$ cat config.mk
export PLATFORM = sky130hd
export DESIGN_NAME = bootram_loader
export DESIGN_NICKNAME = d
export VERILOG_FILES = /design/src/rtl/bootram_loader.sv
export SDC_FILE = /design/constraint.sdc
export NUM_CORES = 1
export LEC_CHECK = 0
export BUFFER_PORTS_ARGS = -buffer_cell sky130_fd_sc_hd__buf_4
export CORE_ASPECT_RATIO = 0.5
export CORE_UTILIZATION = 55
export DETAILED_ROUTE_END_ITERATION = 8
export PLACE_DENSITY = 0.75
export REMOVE_ABC_BUFFERS = 1
export SETUP_SLACK_MARGIN = 0.4
export SLEW_MARGIN = 20
export SYNTH_ARGS = -nofsm -noshare
export SYNTH_HDL_FRONTEND = slang
export SYNTH_SLANG_ARGS = --single-unit
$ cat constraint.sdc
create_clock -name clk -period 3.6 [get_ports clk]
set_input_delay 0.54 -clock clk [delete_from_list [all_inputs] [get_ports clk]]
set_output_delay 0.54 -clock clk [all_outputs]
set_load 0.005 [all_outputs]
$ cat src/rtl/bootram_loader.sv
// UART-fed boot RAM loader: parses SYNC/ADDR/LEN/DATA[/CKSUM] frames, writes the byte lanes, holds the CPU until a clean frame lands.
// Optional checksum byte and check: define BOOTRAM_LOADER_CKSUM_EN.
module bootram_loader #(
  parameter logic [7:0]  SYNC_BYTE      = 8'hA5,
  parameter int unsigned TIMEOUT_CYCLES = 1000000
) (
  input  logic        clk,
  input  logic        reset,
  input  logic        rx_valid,
  input  logic [7:0]  rx_data,
  output logic        ram_ce,
  output logic        ram_wre,
  output logic [3:0]  ram_lane,
  output logic [10:0] ram_ad,
  output logic [7:0]  ram_din,
  output logic        cpu_hold,
  output logic        busy,
  output logic        done,
  output logic        err
);

  localparam int unsigned GW = $clog2(TIMEOUT_CYCLES + 1);

  typedef enum logic [2:0] {
    S_IDLE,
    S_ADDR_H,
    S_ADDR_L,
    S_LEN_H,
    S_LEN_L,
    S_DATA
`ifdef BOOTRAM_LOADER_CKSUM_EN
    , S_CKSUM
`endif
  } state_t;

  state_t        state, state_n;
  logic [12:0]   addr, addr_n;
  logic [7:0]    len_hi, len_hi_n;
  logic [13:0]   remaining, remaining_n;
  logic [GW-1:0] gap, gap_n;
  logic [15:0]   len_word;
  logic          wr_n, done_n, err_n, hold_n;
  logic [3:0]    lane_n;
  logic [10:0]   ad_n;
  logic [7:0]    din_n;
`ifdef BOOTRAM_LOADER_CKSUM_EN
  logic [7:0]    sum, sum_n;
`endif

  assign len_word = {len_hi, rx_data};
  assign busy     = (state != S_IDLE);

  always_comb begin
    state_n     = state;
    addr_n      = addr;
    len_hi_n    = len_hi;
    remaining_n = remaining;
    gap_n       = gap;
    wr_n        = 1'b0;
    lane_n      = '0;
    ad_n        = '0;
    din_n       = '0;
    done_n      = 1'b0;
    err_n       = err;
    hold_n      = cpu_hold;
`ifdef BOOTRAM_LOADER_CKSUM_EN
    sum_n       = sum;
`endif
    if (state == S_IDLE) begin
      gap_n = '0;
      if (rx_valid && rx_data == SYNC_BYTE) begin
        err_n   = 1'b0;
        hold_n  = 1'b1;
        state_n = S_ADDR_H;
`ifdef BOOTRAM_LOADER_CKSUM_EN
        sum_n   = '0;
`endif
      end
    end else if (rx_valid) begin
      // An arriving byte always beats a simultaneous timeout expiry.
      gap_n = '0;
`ifdef BOOTRAM_LOADER_CKSUM_EN
      sum_n = sum + rx_data;
`endif
      case (state)
        S_ADDR_H: begin
          addr_n[12:8] = rx_data[4:0];
          state_n      = S_ADDR_L;
        end
        S_ADDR_L: begin
          addr_n[7:0] = rx_data;
          state_n     = S_LEN_H;
        end
        S_LEN_H: begin
          len_hi_n = rx_data;
          state_n  = S_LEN_L;
        end
        S_LEN_L: begin
          if (len_word > 16'd8192) begin
            err_n   = 1'b1;
            state_n = S_IDLE;
          end else if (len_word == 16'd0) begin
`ifdef BOOTRAM_LOADER_CKSUM_EN
            state_n = S_CKSUM;
`else
            done_n  = 1'b1;
            hold_n  = 1'b0;
            state_n = S_IDLE;
`endif
          end else begin
            remaining_n = len_word[13:0];
            state_n     = S_DATA;
          end
        end
        S_DATA: begin
          wr_n        = 1'b1;
          lane_n      = 4'b0001 << addr[1:0];
          ad_n        = addr[12:2];
          din_n       = rx_data;
          addr_n      = addr + 13'd1;
          remaining_n = remaining - 14'd1;
          if (remaining == 14'd1) begin
`ifdef BOOTRAM_LOADER_CKSUM_EN
            state_n = S_CKSUM;
`else
            done_n  = 1'b1;
            hold_n  = 1'b0;
            state_n = S_IDLE;
`endif
          end
        end
`ifdef BOOTRAM_LOADER_CKSUM_EN
        S_CKSUM: begin
          state_n = S_IDLE;
          if (sum_n == 8'h00) begin
            done_n = 1'b1;
            hold_n = 1'b0;
          end else begin
            err_n = 1'b1;
          end
        end
`endif
        default: state_n = S_IDLE;
      endcase
    end else if (gap == GW'(TIMEOUT_CYCLES - 1)) begin
      gap_n   = gap + GW'(1);
      err_n   = 1'b1;
      state_n = S_IDLE;
    end else begin
      gap_n = gap + GW'(1);
    end
  end

  always_ff @(posedge clk or posedge reset) begin
    if (reset) begin
      state     <= S_IDLE;
      addr      <= '0;
      len_hi    <= '0;
      remaining <= '0;
      gap       <= '0;
      ram_ce    <= 1'b0;
      ram_wre   <= 1'b0;
      ram_lane  <= '0;
      ram_ad    <= '0;
      ram_din   <= '0;
      done      <= 1'b0;
      err       <= 1'b0;
      cpu_hold  <= 1'b1;
`ifdef BOOTRAM_LOADER_CKSUM_EN
      sum       <= '0;
`endif
    end else begin
      state     <= state_n;
      addr      <= addr_n;
      len_hi    <= len_hi_n;
      remaining <= remaining_n;
      gap       <= gap_n;
      ram_ce    <= wr_n;
      ram_wre   <= wr_n;
      ram_lane  <= lane_n;
      ram_ad    <= ad_n;
      ram_din   <= din_n;
      done      <= done_n;
      err       <= err_n;
      cpu_hold  <= hold_n;
`ifdef BOOTRAM_LOADER_CKSUM_EN
      sum       <= sum_n;
`endif
    end
  end

endmodule

== After elaboration in Yosys (flattened, before gate mapping) ==
Index checks and enable logic that the tools add are counted.

* Muxes and demuxes: 46
* $add $sub $neg: 3
* Eq/ne operators: 17
* Reduce and logical (&&, ||, !) cells: 17
* Bitwise gates (word level): 1
* Magnitude comparators: 1
* Shift-type cells: 1

{| class="wikitable"
|+ Operator list
! operator !! count
|-
| 20-bit 2-to-1 mux || 2
|-
| 11-bit 2-to-1 mux || 3
|-
| 14-bit 2-to-1 mux || 2
|-
| 14-bit one-hot mux with 2 select lines || 1
|-
| 8-bit 2-to-1 mux || 3
|-
| 3-bit 2-to-1 mux || 7
|-
| 20-bit by 1-bit adder with 20-bit output (second input constant) || 1
|-
| 20-bit equality test (second input constant) || 1
|-
| 1-bit 2-to-1 mux || 20
|-
| 16-bit by 14-bit > comparator with 1-bit output (second input constant) || 1
|-
| 16-bit logical NOT || 1
|-
| 8-bit one-hot mux with 2 select lines || 1
|-
| 3-bit one-hot mux with 5 select lines || 1
|-
| 14-bit by 1-bit equality test with 1-bit output (second input constant) || 1
|-
| 14-bit by 1-bit subtractor with 14-bit output (second input constant) || 1
|-
| 13-bit by 1-bit adder with 13-bit output (second input constant) || 1
|-
| 4-bit 2-to-1 mux || 3
|-
| 3-bit AND reduction || 4
|-
| 5-bit one-hot mux with 2 select lines || 1
|-
| 3-bit inequality test (second input constant) || 3
|-
| 3-bit nonzero test || 3
|-
| 8-bit equality test (second input constant) || 1
|-
| 2-bit nonzero test || 4
|-
| 3-bit by 2-bit equality test with 1-bit output (second input constant) || 2
|-
| other kinds (14) || 18
|}

* Flip-flop bits (word level): 85
* Output and inout port bits: 29
* Logic and storage cells: 99
* Input bits: 11

== Depth between registers and ports, before layout ==
Gate-level depths: netlist (run 1).

* Depth in word-level cells: 6
* Gate-level depth with buffers: 8
* Mapped depth without buffers: 7

== Worst setup path after synthesis (run 1) ==
No wires, ideal clock.

* Path kind: input to register
* From: in rx_data[6]
* To: reg remaining[12]
* Buffers on the path: 0
* Required time: 3.479 ns
* Slack: 1.684 ns
* Stages on the path: 5
* Library setup time: 0.121 ns
* Data arrival time: 1.795 ns
* Cells stage by stage: nor4_4 -> a41oi_2 -> o31ai_4 -> o21ba_1 -> o22a_1

* Word-level cells in the longest chain between the ends: 3
* Elaborated cells between the ends (all ways): 5
* Those cells by class: order compare (1); eq/ne (2); reduce/logical (2)

{| class="wikitable"
|+ Ends and longest elaborated chain
! element !! line !! source
|-
| start: declaration || 10 || <nowiki>input logic [7:0] rx_data,</nowiki>
|-
| 16-bit by 14-bit > comparator with 1-bit output / 16-bit logical NOT (equally long branches) || 99, 102 ||
|-
| 2-bit inequality test (no source line) || -- ||
|-
| 5-bit AND reduction (no source line) * || -- ||
|-
| end signal: assignment || 176 || <nowiki>remaining <= remaining_n;</nowiki>
|-
| end: declaration || 39 || <nowiki>logic [13:0] remaining, remaining_n;</nowiki>
|}

Every way passes the cells marked *; elsewhere a longest branch is shown, timed or not.
A chain may end at the register's enable or synchronous reset.

== Worst setup path in the final report (run 1) ==
* From: reg len_hi[1]
* To: reg remaining[12]

* Word-level cells in the longest chain between the ends: 3
* Elaborated cells between the ends (all ways): 5
* Those cells by class: order compare (1); eq/ne (2); reduce/logical (2)

{| class="wikitable"
|+ Ends and longest elaborated chain
! element !! line !! source
|-
| start: declaration || 38 || <nowiki>logic [7:0] len_hi, len_hi_n;</nowiki>
|-
| start signal: assignment || 175 || <nowiki>len_hi <= len_hi_n;</nowiki>
|-
| 16-bit by 14-bit > comparator with 1-bit output / 16-bit logical NOT (equally long branches) || 99, 102 ||
|-
| 2-bit inequality test (no source line) || -- ||
|-
| 5-bit AND reduction (no source line) * || -- ||
|}

Marked as above.

==> impl_results.md, run 1 <==
- Most common cell after layout, fill and taps aside: dfrtp_1
- DRT met1 WL: 4530 um
- Top cells by area, synth: dfrtp_1 (49%), nor2_1 (4.0%), and3_1 (3.8%), o21ai_0 (3.4%), a21oi_1 (3.1%)
- Post-DP Area: 4590 um2
- Worst-path cell chain: nor4_2 -> a41oi_2 -> o31ai_4 -> o21ba_1 -> o22a_1
- CP max FO: 28
- Leading area contributor after synthesis: dfrtp_1
- Yosys reg bits: 85
- Min-Delay Path Class: in -> async
- Tcrit/Tclk final: 69.7%
- Worst setup margin: 1.09 ns
- Placed wire-length estimate: approximately 6500 um
- Max frequency: 0.399 GHz
- Synth top area share: between 40% and 50%
- Max_slew headroom: about two fifths
- Top Metal Used: met4
- Worst Path Arrival: 2.74 ns
- Filler cells: 583
- Drt wl/cell: 17.3 um
- Required @ worst endpoint: between 3 and 4 ns
- Clock slew at the register clock pins of the worst setup and hold paths: roughly 0.06 ns
- Pin count of the biggest net entering global routing: between 50 and 60
- Synth Instances: 427
- Post-synthesis sequential area ratio: about half
- Max VDD drop: 0.314 mV
- Post-CTS Setup Bufs: 0
- Total CTS buffers: 9
- Die height: 64.1 um
- Pre-Repair DR Iteration Count: 5
- Root buf cell: clkbuf_16
- Area of the multi-input gates: 1960 um2
- Leak: roughly 2.2 nW
- Area grow syn2layout: 15.3%
- Die width: 126 um
- Seq. cell area: 2130 um2
- CTS HTree Levels: 3
- Final clock skew: 0.00798 ns
- TritonCTS Sinks: 85
- Reg2Reg Depth: 5
- # diodes: 0
- Starting DRT DRC Count: 314
- Routed Antenna Nets: 0
- First-pass GRT wire length: ~16,000 um
- Area of the die: 8100 um2
- Cell area after layout: 4900 um2
- Top FF cell, synth: dfrtp_1
- Clk_lat worst skew: 0.34 ns
- Commonest non-fill, non-tap cells in the layout: dfrtp_1 (84), nor2_1 (45), buf_4 (43)
- Ratio of cells with drive above 1 in the final layout: 17.9%
- Gp weighted congestion: 0.866
- Core region area: 7400 um2
- Crit path launch type: flip-flop
- TritonCTS clock tree: done
- Crit path kind: reg -> reg
- Post-synth ARST share: 100%
- Final wirelength: 9690 um
- Critical Path Max Stage Delay: 0.85 ns
- DR vias: 3,398
- I/O Buffers: 39
- NumNets Final: 476
- Vias per inst: 6.08
- P per Cell Area: 698 nW/um2
- Reg-to-reg startpoint: len_hi[1]
- Post-CTS resize count: 0
- R2R Setup Slk: 1.09 ns
- Vias in the first global route: 3,205
- Buf+Inv Stages, Crit Path: 0
- Worst setup path startpoint: len_hi[1]
- Dpl ws: 0.980 ns
- Cts hold-fix bufs: 0
- Drt drc: 0
- YS warnings: 0
- Initial Utilization: 57.4%
- Crit-path slowest cell: o31ai_4
- Met2 wire len: approximately 4500 um
- Status: finished clean
- Initial antenna violation count: 0
- Critical Path End Type: flip-flop
- Synth Area per Inst: 9.95 um2
- Delay-heaviest family, CP: compound AO/OA/AOI/OAI gates
- Metal3 WL: 569 um
- Setup_tns: 0 ns
- GRT Overall Usage: 26.4%
- Max-cap check violation count: 0
- Post-synth EDFFs: 0
- # rows: 22
- Setup Viol. Count Final: 0
- Synth unique cells: 59
- Max clock buf depth: 2
- Final hold vios: 0
- Grt ovf: 0
- I/O pin count: 40
- RSZ-0062 raised after global routing: no
- Mapped Area: 4250 um2
- Final Max Slew Viols: 0
- Tmin final: 2.51 ns
- Worst-margin pin slew: around 0.91 ns
- RR Endpoint: remaining[12]
==> synthesized netlist by cell type, drive strengths merged (6+ instances only) <==
master  count
dfrtp      84
xnor2       9
o21ai      32
nor3       11
inv        15
and3       26
xor2        9
nand3      14
nor4        8
nor2       45
mux2        9
a21oi      26
clkbuf     16
buf         7
ha          7
nand4       6
o22a        6
nand2      22
==> worst register-to-register path, cell delays in order (launching register included) <==
cell and delay (ns):
dfrtp_1 0.42, nor4_2 0.47, a41oi_2 0.24, o31ai_4 0.85, o21ba_1 0.25, o22a_1 0.17
==> worst max-delay path by stage <==
| stage | endpoint | slack, ns | cells after the start |
|---|---|---|---|
| finish | remaining[12] | 1.09 | 5 |
| detailed placement | remaining[12] | 0.98 | 6 |
| floorplan | addr[0] | 0.87 | 1 |
| global placement | remaining[12] | 1.06 | 6 |
| global route | remaining[12] | 0.81 | 5 |
| CTS | remaining[12] | 1.11 | 5 |
==> per-stage QoR <==
step	hold WS (ns)	power, mW	cells	util (%)
finish	0.358	3.42	559	66.2
global route	0.446	3.63	559	66.2
CTS	0.398	3.42	559	66.2
detailed placement	0.486	2.44	543	62.0
global placement	0.476	2.39	543	62.0
floorplan	0.455	2.12	404	-
==> metal layers <==
layer / GRT usage [%] / up-vias
li1: - / 1610
met1: 37.6 / 1658
met2: 40.3 / 113
met3: 6.45 / 17
met4: 7.68 / 0
met5: 0 / -
==> final cells by class <==
type	instances	share of cell area, %
multi-input cells	304	40.0
inverters	15	1.17
repair buffers	43	6.59
well taps	96	2.45
flip-flops and latches	85	43.4
clock inverters	5	1.20
clock buffers	11	5.16
==> where the power goes <==
part	switching (mW)	total [mW]	internal (mW)
Clock	0.383	0.958	0.575
Combinational	0.553	0.971	0.417
Sequential	0.290	1.49	1.20
==> cells by family after synthesis <==
family / Yosys count / synth area share, %
AND/OR/NAND/NOR: 164 / 21.6
AO/OA/AOI/OAI: 106 / 16.3
flip-flops: 85 / 50.1
multiplexers: 9 / 2.39
XOR/XNOR: 18 / 3.71
adder cells (fa/ha/maj): 7 / 2.06
buffers and inverters: 38 / 3.80
==> sequential cells by signal, summed over array words and instances, names as in the netlist <==
register / cells
remaining: 14
cpu_hold: 1
ram_lane: 4
state: 3
ram_wre: 1
gap: 20
err: 1
done: 1
len_hi: 8
ram_din: 8
addr: 13
ram_ad: 11
No activity file was read; power rests on OpenSTA's default activity.
==> run 2: changes to the inputs <==
--- a/config.mk
+++ b/config.mk
@@ -7,7 +7,7 @@
 export LEC_CHECK = 0
 export BUFFER_PORTS_ARGS = -buffer_cell sky130_fd_sc_hd__buf_4
 export CORE_ASPECT_RATIO = 0.5
-export CORE_UTILIZATION = 55
+export CORE_UTILIZATION = 53
 export DETAILED_ROUTE_END_ITERATION = 8
 export PLACE_DENSITY = 0.75
 export REMOVE_ABC_BUFFERS = 1
==> constraint.sdc (replaced) <==
create_clock -name clk -period 2.2 [get_ports clk]
set_input_delay 0.33 -clock clk [delete_from_list [all_inputs] [get_ports clk]]
set_output_delay 0.33 -clock clk [all_outputs]
set_load 0.005 [all_outputs]
==> run 2 against run 1 <==
  * Die area up 3.7%
  * Register-to-register slack got worse by 0.74 ns
  * Fmax grew 36%
  * Non-clock buffer count is 24 higher
  * Sequential power is 63% higher
  * Clock power rose by 61%
  * Global-route usage shrank 1.2 points
  * Wire length grew 1.9%
  * Flip-flop and latch count is the same
  * Via count rose by 4.1%
  * Clock skew about the same
  * Utilization increased by 3.6 points
==> impl_results.md, run 2 (synthesis gave the netlist of run 1 again) <==
- Vias in the first global route: approximately 3,300
- Area grow syn2layout: 23.9%
- Commonest non-fill, non-tap cells in the layout: dfrtp_1 (82), buf_4 (62), nor2_1 (44)
- Drt drc: 0
- Tmin final: approximately 1.9 ns
- Area of the die: 8400 um2
- Max VDD drop: 0.602 mV
- Placed wire-length estimate: 6270 um
- Max_slew headroom: 65.8%
- Initial antenna violation count: 0
- Routed Antenna Nets: 0
- Most Used Layer, Global Route: met2
- P per Cell Area: 1110 nW/um2
- Worst setup margin: between 0.3 and 0.4 ns
- Setup_tns: 0 ns
- Vias per inst: 5.94
- Required @ worst endpoint: 2.42 ns
- Area of the multi-input gates: ~2100 um2
- Crit path launch type: flip-flop
- # diodes: 0
- # rows: 22
- TritonCTS Sinks: 85
- Tcrit/Tclk final: between 80 and 90%
- Met2 capacity usage during global routing: 38.0%
- Starting DRT DRC Count: between 200 and 250
- Max-cap check violation count: 0
- Root buf cell: clkbuf_16
- Seq. cell area: between 2000 and 2500 um2
- DR vias: 3,537
- NumNets Final: 500
- Worst Path Arrival: 2.07 ns
- Drt wl/cell: 16.6 um
- Max clock buf depth: 2
- Ratio of cells with drive above 1 in the final layout: 24.6%
- Total CTS buffers: 9
- CTS HTree Levels: 3
- Final Max Slew Viols: 0
- Post-layout util: 69.8%
- I/O pin count: 40
- CP max FO: 5
- Die width: ~130 um
- Leak: 2.40 nW
- RSZ-0062 raised after global routing: yes
- Final Power: roughly 5.9 mW
- Clock slew at the register clock pins of the worst setup and hold paths: 0.06 ns
- Final hold vios: 0
- Grt ovf: 0
- Biggest regs: gap (20), remaining (14), addr (13)
- Worst-margin pin slew: 0.510 ns
- TritonCTS clock tree: done
- Pin count of the biggest net entering global routing: 86
- Gp weighted congestion: 0.877
- Met1 GRT Util: 35.5%
- GRT Overall Usage: between 20 and 30%
- Max frequency: 0.541 GHz
- Largest register by flop count: gap
- Min-Delay Path Class: in -> async
- Met3 Usage GRT: under 10%
- Setup Viol. Count Final: 0
- I/O Buffers: 39
- Filler cells: 570
- Final wirelength: 9870 um
- Die height: roughly 65 um
- Most common cell after layout, fill and taps aside: dfrtp_1
- Core region area: 7540 um2
- First-pass GRT wire length: between 15,000 and 20,000 um
- Dpl ws: 0.229 ns
- Critical Path End Type: flip-flop
- Status: finished clean
- Crit path kind: reg -> reg
- Initial Utilization: 56.3%
- Final clock skew: 0.00823 ns
- Clk_lat worst skew: 0.34 ns
- Max reg flops: 20
- Pre-Repair DR Iteration Count: 5
[run 2: changes by cell type in the layout (fill, tap and decap cells not counted), moves of 2 or more]
cell	delta
buf_12	+2
dfrtp_2	+2
nor3_4	+2
clkinvlp_4	-2
buf_4	+19
or3_4	+2
nor4_4	+2
nor3_2	-2
dfrtp_1	-2
clkbuf_1	+2
or3_1	-2
[run 2: per-stage QoR]
| stage | std cells | hold slack (ns) | instance area, um2 |
|---|---|---|---|
| floorplan | 404 | 0.417 | 4140 |
| global placement | 563 | 0.467 | 4690 |
| detailed placement | 563 | 0.474 | 4690 |
| CTS | 587 | 0.112 | 5120 |
| global route | 595 | 0.127 | 5260 |
| finish | 595 | 0.0816 | 5260 |
[run 2: power breakdown]
group	switching [mW]	internal (mW)
combinational	1.02	0.870
clock	0.593	0.942
sequential	0.458	1.97
[run 2: timing repair]
item / 4_1_cts / 5_1_grt
gates resized for setup: 12 / 15
gates cloned: 1 / 1
hold buffers: 0 / 0
pin swaps: 5 / 6
endpoints found under the setup margin: 21 / 31
buffers inserted: 7 / 7
[run 2: routing by layer]
layer | up-vias | wire [um]
li1 | 1656 | -
met1 | 1749 | 4510
met2 | 115 | 4620
met3 | 17 | 650
met4 | 0 | 92
met5 | - | 0
[run 2: worst paths after layout]
check	to	slack, ns	depth (start not counted)	startpoint
max	remaining[5]	0.35	6	len_hi[7]
min	gap[16]	0.08	3	reset
max reg2reg	remaining[5]	0.35	6	len_hi[7]
min reg2reg	remaining[1]	0.51	1	remaining[1]
max in group asynchronous	cpu_hold	1.74	3	reset
min in group clk	err	0.28	2	rx_valid
[run 2: area by class of cell]
type,instances,area share [%]
clock buffers,13,4.95
clock inverters,3,0.832
inverters,15,1.09
multi-input cells,304,39.5
flip-flops and latches,85,40.5
well taps,108,2.57
repair buffers,67,10.6
[run 2: critical path, stage by stage (launching register included)]
cell and delay [ns]:
dfrtp_1 0.42, or3_1 0.43, a41oi_2 0.26, o31ai_4 0.10
buf_4 0.16, clkbuf_16 0.15, o22a_1 0.20
==> run 3: changes to the inputs <==
==> constraint.sdc (replaced) <==
create_clock -name clk -period 1.7 [get_ports clk]
set_input_delay 0.255 -clock clk [delete_from_list [all_inputs] [get_ports clk]]
set_output_delay 0.255 -clock clk [all_outputs]
set_load 0.005 [all_outputs]
==> run 3 against run 2 <==
  * The run now ends with negative hold slack, negative setup slack left
  * Final cell count up 20%
  * First-iteration DRC count rose to 3.8 times the previous value
  * Combinational power rose to 3.0 times the previous value
  * Flip-flop and latch count unchanged
  * Sequential share of layout area down 11 points
  * Critical path depth up 1
  * Fmax down 24%
  * Critical path type unchanged
  * Largest cell class is now multi-input combinational cells
==> impl_results.md, run 3 (synthesis gave the netlist of run 1 again) <==
- Status: finished with violations
- Failing checks: negative hold slack, negative setup slack
- Clk_lat worst skew: 0.36 ns
- Most common cell after layout, fill and taps aside: buf_4
- Post-layout util: 95.9%
- Vias in the first global route: ~4,700
- TritonCTS clock tree: done
- Root buf cell: clkbuf_16
- Ratio of cells with drive above 1 in the final layout: 56.8%
- Worst-margin pin slew: ~0.52 ns
- Filler cells: 159
- Setup_tns: -12.38 ns
- Worst setup margin: -0.741 ns
- Vias per inst: approximately 7.5
- Initial Utilization: 56.3%
- DR vias: 5,353
- NumNets Final: approximately 620
- Drt wl/cell: 32.6 um
- Required @ worst endpoint: 1.94 ns
- # rows: 22
- Pin count of the biggest net entering global routing: between 80 and 90
- P per Cell Area: about 1500 nW/um2
- Drt drc: 0
- Area grow syn2layout: 70.2%
- Crit path kind: reg -> reg
- Max-cap check violation count: 0
- Hold_ws: -0.0179 ns
- Setup Viol. Count Final: 45
- Post-Place Cells: 629
- Max reg flops: 20
- First-pass GRT wire length: 26,400 um
- Area of the die: around 8400 um2
- TritonCTS Sinks: 85
- Final Power: 11.1 mW
- Tcrit/Tclk final: 144%
- Area of the multi-input gates: around 2800 um2
- Largest register by flop count: gap
- Total CTS buffers: 9
- Post-DP Area: 5200 um2
- Clock slew at the register clock pins of the worst setup and hold paths: 0.07 ns
- # diodes: 0
- Critical Path End Type: flip-flop
- Max frequency: 0.410 GHz
- Seq. cell area: roughly 2100 um2
- I/O Buffers: 39
- Final Max Slew Viols: 0
- Cell area after layout: 7230 um2
- Routed Antenna Nets: 0
- Dpl ws: -0.175 ns
- CTS HTree Levels: 3
- Final wirelength: 23,200 um
- Commonest non-fill, non-tap cells in the layout: buf_4 (122), dfrtp_1 (81), buf_6 (41)
- GRT Overall Usage: between 40 and 50%
- I/O pin count: 40
- Initial antenna violation count: 2
- Worst Path Arrival: 2.68 ns
- Gp weighted congestion: ~0.85
- Crit path launch type: flip-flop
- RSZ-0062 raised after global routing: yes
- Starting DRT DRC Count: 908
- Min-Delay Path Class: in -> async
- Grt ovf: 0
- Biggest regs: gap (20), remaining (14), addr (13)
- Max clock buf depth: 2
- Placed wire-length estimate: about 7300 um
- Max_slew headroom: 65.1%
- Final clock skew: approximately 0.011 ns
- Die height: between 60 and 70 um
- Die width: 129 um
- Cts hold-fix bufs: 0
- Pre-Repair DR Iteration Count: 8
- Core region area: ~7500 um2
- CP max FO: 5
- Filler-free cell count of the finished design: slightly above 700
- Tmin final: 2.44 ns
- Max VDD drop: 1.17 mV
- Leak: 3.25 nW
- Final hold vios: 14
run 3: layout make-up:
type	instances	share of cell area (%)
clock inverter	1	0.415
inverter	15	0.865
multi-input combinational	307	39.0
tap	108	1.87
timing repair buffer	181	24.7
clock buffer	15	3.70
sequential	85	29.5
run 3: worst paths after layout:
path / slack (ns) / end / start / depth (start not counted)
min: -0.02 / gap[12] / reset / 3
max in group asynchronous: 1.28 / len_hi[3] / reset / 3
min in group clk: 0.22 / err / rx_valid / 2
max reg2reg: -0.74 / remaining[1] / len_hi[1] / 7
min reg2reg: 0.57 / remaining[4] / remaining[4] / 2
max: -0.74 / remaining[1] / len_hi[1] / 7
run 3: timing repair:
item | CTS | global route
setup endpoints to repair | 84 | 85
buffers inserted | 30 | 25
resized for setup | 168 | 100
hold endpoints to repair | 0 | 0
gates cloned | 11 | 1
pin swaps | 49 | 42
run 3: report_power, final:
group | internal [mW] | switching [mW]
registers | 2.55 | 0.740
clock network | 1.22 | 0.887
logic | 2.66 | 3.03
run 3: per-layer routing:
metal  routed length, um  track usage [%]  up-vias  part of all wire [%]
met4                2380             26.9        4                    10
met3                3500             13.7      290                    15
li1                    -                -     1885                     -
met2                9510             69.1      636                    41
met1                7740             52.6     2538                    33
met5                  63                0        -                  0.27
run 3: critical path, stage by stage (launching register included):
cell,delay (ns)
dfrtp_1,0.43
nor4_4,0.48
a41oi_2,0.34
o31ai_4,0.51
buf_6,0.19
buf_6,0.12
a211oi_2,0.04
a21o_1,0.19
